$ cat src/rtl/lc3_mem_pkg.sv
// Shared types and constants for the LC-3 memory-access stage.
package lc3_mem_pkg;

  localparam int unsigned CntW          = 4;
  localparam logic [15:0] IoAddrDefault = 16'hFFFF;

  typedef enum logic [2:0] {
    StIdle,
    StRdAct,
    StWrSetup,
    StWrPulse,
    StWrHold,
    StIoRd,
    StIoWr,
    StRelease
  } mem_state_t;

endpackage

$ cat src/rtl/lc3_mem_ctrl_sync2.sv
// Two-flop synchroniser for asynchronous level inputs.
module sync2 #(
  parameter int unsigned Width = 16
) (
  input  logic             clk_i,
  input  logic             rst_ni,
  input  logic [Width-1:0] d_i,
  output logic [Width-1:0] q_o
);

  logic [Width-1:0] meta_q;
  logic [Width-1:0] sync_q;

  always_ff @(posedge clk_i or negedge rst_ni) begin
    if (!rst_ni) begin
      meta_q <= '0;
      sync_q <= '0;
    end else begin
      meta_q <= d_i;
      sync_q <= meta_q;
    end
  end

  assign q_o = sync_q;

endmodule

$ cat src/rtl/lc3_mem_ctrl.sv
// LC-3 memory-access stage: sequences async SRAM pins and the switch/hex I/O word
// from the control FSM's level-held Mem_OE/Mem_WE strobes.
module lc3_mem_ctrl
  import lc3_mem_pkg::*;
#(
  parameter int unsigned RD_CYCLES = 2,
  parameter int unsigned WR_CYCLES = 2,
  parameter logic [15:0] IO_ADDR   = IoAddrDefault
) (
  input  logic        Clk,
  input  logic        Reset,
  input  logic        mem_oe,
  input  logic        mem_we,
  input  logic [15:0] addr,
  input  logic [15:0] wdata,
  output logic [15:0] rdata,
  output logic        rdata_valid,
  output logic        busy,
  output logic        sram_ce_n,
  output logic        sram_oe_n,
  output logic        sram_we_n,
  output logic        sram_ub_n,
  output logic        sram_lb_n,
  output logic [19:0] sram_addr,
  output logic [15:0] sram_dq_out,
  output logic        sram_dq_oe,
  input  logic [15:0] sram_dq_in,
  input  logic [15:0] sw,
  output logic [15:0] hex_data
);

  localparam logic [CntW-1:0] RdLoad = CntW'(RD_CYCLES - 1);
  localparam logic [CntW-1:0] WrLoad = CntW'(WR_CYCLES - 1);

  mem_state_t      state_q, state_d;
  logic [CntW-1:0] cnt_q, cnt_d;
  logic [15:0]     wdata_q;
  logic [15:0]     sw_sync;
  logic            io_hit;

  logic ce_d, oe_d, we_d, bytes_d, dq_oe_d;
  logic ce_q, oe_q, we_q, bytes_q, dq_oe_q;
  logic [19:0] sram_addr_q;
  logic [15:0] sram_dq_out_q, rdata_q, hex_q;
  logic        rdata_valid_q;

  sync2 #(
    .Width(16)
  ) u_sw_sync (
    .clk_i (Clk),
    .rst_ni(Reset),
    .d_i   (sw),
    .q_o   (sw_sync)
  );

  assign io_hit = (addr == IO_ADDR);

  always_ff @(posedge Clk or negedge Reset) begin
    if (!Reset) begin
      state_q <= StIdle;
      cnt_q   <= '0;
    end else begin
      state_q <= state_d;
      cnt_q   <= cnt_d;
    end
  end

  // Write wins over read when both strobes are seen in the same idle cycle.
  always_comb begin
    state_d = state_q;
    cnt_d   = cnt_q;
    case (state_q)
      StIdle: begin
        if (mem_we) begin
          state_d = io_hit ? StIoWr : StWrSetup;
        end else if (mem_oe) begin
          if (io_hit) begin
            state_d = StIoRd;
          end else begin
            state_d = StRdAct;
            cnt_d   = RdLoad;
          end
        end
      end
      StRdAct: begin
        if (cnt_q == '0) state_d = StRelease;
        else             cnt_d   = cnt_q - 1'b1;
      end
      StWrSetup: begin
        state_d = StWrPulse;
        cnt_d   = WrLoad;
      end
      StWrPulse: begin
        if (cnt_q == '0) state_d = StWrHold;
        else             cnt_d   = cnt_q - 1'b1;
      end
      StWrHold:        state_d = StRelease;
      StIoRd, StIoWr:  state_d = StRelease;
      // Hold here until the FSM drops its strobe so a level-held request cannot retrigger.
      StRelease: begin
        if (!mem_oe && !mem_we) state_d = StIdle;
      end
      default:         state_d = StIdle;
    endcase
  end

  // Pin levels are decoded from the next state so the registered pins line up with state_q.
  always_comb begin
    ce_d    = 1'b1;
    oe_d    = 1'b1;
    we_d    = 1'b1;
    bytes_d = 1'b1;
    dq_oe_d = 1'b0;
    case (state_d)
      StRdAct: begin
        ce_d    = 1'b0;
        oe_d    = 1'b0;
        bytes_d = 1'b0;
      end
      StWrSetup, StWrHold: begin
        ce_d    = 1'b0;
        bytes_d = 1'b0;
        dq_oe_d = 1'b1;
      end
      StWrPulse: begin
        ce_d    = 1'b0;
        bytes_d = 1'b0;
        dq_oe_d = 1'b1;
        we_d    = 1'b0;
      end
      default: ;
    endcase
  end

  always_ff @(posedge Clk or negedge Reset) begin
    if (!Reset) begin
      ce_q          <= 1'b1;
      oe_q          <= 1'b1;
      we_q          <= 1'b1;
      bytes_q       <= 1'b1;
      dq_oe_q       <= 1'b0;
      sram_addr_q   <= '0;
      sram_dq_out_q <= '0;
      wdata_q       <= '0;
      rdata_q       <= '0;
      rdata_valid_q <= 1'b0;
      hex_q         <= '0;
    end else begin
      ce_q          <= ce_d;
      oe_q          <= oe_d;
      we_q          <= we_d;
      bytes_q       <= bytes_d;
      dq_oe_q       <= dq_oe_d;
      rdata_valid_q <= 1'b0;
      if (state_q == StIdle && (mem_we || mem_oe) && !io_hit) begin
        sram_addr_q <= {4'b0000, addr};
      end
      if (state_q == StIdle && mem_we) begin
        wdata_q <= wdata;
        if (!io_hit) sram_dq_out_q <= wdata;
      end
      if (state_q == StRdAct && cnt_q == '0) begin
        rdata_q       <= sram_dq_in;
        rdata_valid_q <= 1'b1;
      end
      if (state_q == StIoRd) begin
        rdata_q       <= sw_sync;
        rdata_valid_q <= 1'b1;
      end
      if (state_q == StIoWr) hex_q <= wdata_q;
    end
  end

  assign busy        = (state_q != StIdle);
  assign sram_ce_n   = ce_q;
  assign sram_oe_n   = oe_q;
  assign sram_we_n   = we_q;
  assign sram_ub_n   = bytes_q;
  assign sram_lb_n   = bytes_q;
  assign sram_dq_oe  = dq_oe_q;
  assign sram_addr   = sram_addr_q;
  assign sram_dq_out = sram_dq_out_q;
  assign rdata       = rdata_q;
  assign rdata_valid = rdata_valid_q;
  assign hex_data    = hex_q;

endmodule

$ cat config.mk
export PLATFORM = sky130hd
export DESIGN_NAME = lc3_mem_ctrl
export DESIGN_NICKNAME = d
export VERILOG_FILES = /design/src/rtl/lc3_mem_pkg.sv /design/src/rtl/lc3_mem_ctrl_sync2.sv /design/src/rtl/lc3_mem_ctrl.sv
export SDC_FILE = /design/constraint.sdc
export NUM_CORES = 1
export LEC_CHECK = 0
export BUFFER_PORTS_ARGS = -buffer_cell sky130_fd_sc_hd__buf_2
export CORE_ASPECT_RATIO = 1.2
export CORE_MARGIN = 2
export CORE_UTILIZATION = 30
export CTS_CLUSTER_DIAMETER = 150
export DETAILED_ROUTE_END_ITERATION = 10
export RECOVER_POWER = 25
export SYNTH_ARGS = -nofsm -noshare
export SYNTH_HDL_FRONTEND = slang
export SYNTH_SLANG_ARGS = --single-unit
$ cat constraint.sdc
create_clock -name Clk -period 3.8 [get_ports Clk]
set_clock_uncertainty 0.05 [all_clocks]
set_input_delay 0.19 -clock Clk [delete_from_list [all_inputs] [get_ports Clk]]
set_output_delay 0.19 -clock Clk [all_outputs]
set_load 0.01 [all_outputs]
==> results.sh <==
export IMPL_status="finished, final reports clean"
export IMPL_drc=0
export IMPL_synth_largest_area_cell="dfrtp_1"
export IMPL_htree_levels=4
export IMPL_grt_start_max_net_pins=48
export IMPL_setup_viol=0
export IMPL_gp_congestion=0.698
export IMPL_drv_cap=0
export IMPL_die_x_um=118
export IMPL_p_per_area_mw_per_mm2=800
export IMPL_initial_utilization_pct=30.3
export IMPL_vias=3097
export IMPL_cts_root_buf="clkbuf_16"
export IMPL_placed_area_mm2=0.00554
export IMPL_antenna_cells=0
export IMPL_worstMarginPinSlew_ns=1.09
export IMPL_syn_avg_cell_area_um2=15.2
export IMPL_seq_area_frac_synth_pct=66.3
export IMPL_drive_above_1_share_pct=47.5
export IMPL_wirelength_mm=10.1
export IMPL_post_cts_setup_buffer_count=0
export IMPL_fmax_mhz=468
export IMPL_synth_area_leaders="dfrtp_1 (65%), mux2_2 (13%), mux2i_1 (3.4%)"
export IMPL_clock_sinks=124
export IMPL_ys_async_sr_fraction_pct=100
export IMPL_overflow=0
export IMPL_ys_flop_type="dfrtp_1"
export IMPL_power_total_uw=5340
export IMPL_dr_pass1_iters=4
export IMPL_slew_violations=0
export IMPL_whs_ns=0.0251
export IMPL_dieArea_mm2=0.0166
export IMPL_multi_input_area_mm2=0.00143
export IMPL_cts_tree="built"
export IMPL_ios=144
export IMPL_max_clock_path_buffers=2
export IMPL_pre_cts_ws_ns=1.63
export IMPL_grt_usage_pct=12.9
export IMPL_core_area_mm2=0.0155
export IMPL_p_leak_uw=0.00325
export IMPL_synth_seq_cells=124
export IMPL_first_global_vias=3303
export IMPL_rsz0062_at_grt="no"
export IMPL_cpMaxStageDelayCell="o21ai_2"
export IMPL_numPortBuffers=139
export IMPL_clock_latency_ns=0.41
export IMPL_crit_chain="inv_1, ha_1, nor3b_2, o21ai_2, o21ai_0"
export IMPL_relSlewSlack_pct=27.2
export IMPL_worstPathArrival_ns=2.32
export IMPL_fin_tns_setup_ns=0
export IMPL_hpwl_mm=6.82
export IMPL_path_class="flop to flop"
export IMPL_fillerInstances=1456
export IMPL_grt_pass1_wl_mm=16.5
export IMPL_synth_cell_types=39
export IMPL_worstPathRequired_ns=3.99
export IMPL_design_area_mm2=0.00667
export IMPL_routedWlPerCell_um=13.9
export IMPL_cp_start_kind="flop"
export IMPL_synth_edf_count=0
export IMPL_path_clk_slew_ns=0.06
export IMPL_layout_nets=573
export IMPL_cp_max_fo=33
export IMPL_synth_top_cell_area_share_pct=64.6
export IMPL_die_h_um=141
export IMPL_hold_class="input port to flop"
export IMPL_peakVddDrop_uv=305
export IMPL_hold_viol_final=0
export IMPL_syn_instance_count=309
export IMPL_antenna_found_initial=0
export IMPL_period_needed_ns=2.14
export IMPL_timing_final_crit_share_pct=56.3
export IMPL_avgViaCountPerCell=4.28
export IMPL_crit_path_max_incr_delay_ns=0.84
export IMPL_drt_initial_drc_count=109
export IMPL_fp_row_count=50
export IMPL_regArea_mm2=0.00311
export IMPL_end_kind="flop"
export IMPL_synth_area_mm2=0.00469
export IMPL_setup_ws_ns=1.66
export IMPL_areaGrowthSynthToFinish_pct=42.4
export IMPL_synth_warning_count=0
export IMPL_ant_nets=0
export IMPL_cts_made_buffers=17
==> layer usage <==
metal  track usage (%)  vias to the layer above  part of all wire (%)
li1                  -                     1452                     -
met5                 0                        -                     0
met1              15.7                     1530                    44
met4              6.09                        0                   1.7
met3              4.21                       13                   5.1
met2              20.7                      102                    49
==> registers in the layout, indices dropped and copies added, names as in the netlist, 3 cells and up <==
signal,cells
state_q,3
cnt_q,4
u_sw_sync.meta_q,16
rdata,16
wdata_q,16
sram_dq_out,16
u_sw_sync.q_o,16
hex_data,16
sram_addr,16
==> Yosys cell counts (2+ instances only) <==
cell type and number:
a21oi_1 2, buf_2 3, buf_4 8, buf_6 3
clkbuf_1 3, dfrtp_1 121, dfstp_2 3, inv_1 6
mux2_2 54, mux2_4 10, mux2i_1 16, nand2_1 18
nand2b_1 3, nand3_1 2, nand3b_1 3, nand4_1 5
nor2_1 3, nor2b_1 2, nor3_4 2, o21ai_0 20
o31ai_1 4
==> worst max-delay path, delay by kind of cell (launching register included) <==
family / cells / cell delay (ns)
AO/OA/AOI/OAI: 2 / 1.07
adder cells (fa/ha/maj): 1 / 0.22
buffers and inverters: 1 / 0.07
flip-flops: 1 / 0.34
AND/OR/NAND/NOR: 1 / 0.20
==> worst paths after layout <==
path	startpoint	to	slack (ns)	cells past startpoint
setup / recovery	cnt_q[0]	rdata[7]	1.66	5
hold / removal	sram_dq_in[5]	rdata[5]	0.03	3
setup reg to reg	cnt_q[0]	rdata[7]	1.66	5
hold reg to reg	u_sw_sync.meta_q[13]	u_sw_sync.q_o[13]	0.30	0
max in group asynchronous	Reset	sram_oe_n	2.47	3
min in group asynchronous	Reset	u_sw_sync.meta_q[1]	0.28	2
==> cell type report <==
type                            count  share of cell area, %
Clock buffer                       20                   6.84
Clock inverter                     11                   2.87
Inverter                            7                  0.394
Multi-Input combinational cell    163                   21.4
Sequential cell                   124                   46.6
Tap cell                          208                   3.90
Timing Repair Buffer              191                   18.1
==> cells by family after synthesis <==
family          Yosys count  share of synthesized area (%)
fa+ha+maj                 1                          0.267
flops                   124                           66.3
buf+inv                  25                           3.55
simple gates             46                           6.06
xor+xnor                  1                          0.187
other cells               1                         0.0800
compound gates           31                           3.95
mux                      80                           19.6
==> repair_timing <==
action / in CTS / in global routing
resized for setup: 0 / 0
setup endpoints to repair: 0 / 0
hold buffers: 49 / 0
endpoints found under the hold margin: 107 / 0
==> power breakdown <==
part           total (µW)  switching [µW]  internal [µW]
clock network        1760             570           1190
logic                1500             730            767
registers            2080             263           1820
total                5340            1560           3780
==> per-stage QoR <==
stage / util, % / std cells
after global routing: 43.2 / 724
after floorplan: - / 312
after CTS: 43.2 / 724
after global placement: 35.9 / 644
after detailed placement: 35.9 / 644
final: 43.2 / 724
==> cells in the final DEF (no fill, tap or decap), types with 3 or more instances in the layout <==
| cell | netlist | final |
|---|---|---|
| clkinvlp_4 | 0 | 3 |
| conb_1 | 1 | 4 |
| mux2_4 | 10 | 10 |
| bufinv_16 | 0 | 5 |
| nor2_1 | 3 | 3 |
| clkbuf_16 | 0 | 17 |
| inv_1 | 6 | 6 |
| dlygate4sd3_1 | 0 | 49 |
| o31ai_1 | 4 | 4 |
| buf_2 | 3 | 133 |
| nand2_1 | 18 | 18 |
| nand4_1 | 5 | 5 |
| buf_4 | 8 | 4 |
| clkbuf_1 | 3 | 6 |
| dfrtp_1 | 121 | 121 |
| mux2_2 | 54 | 54 |
| nand2b_1 | 3 | 3 |
| nand3b_1 | 3 | 3 |
| dfstp_2 | 3 | 3 |
| o21ai_0 | 20 | 20 |
| mux2i_1 | 16 | 16 |
Note: power is estimated with default switching activity, not from simulation.
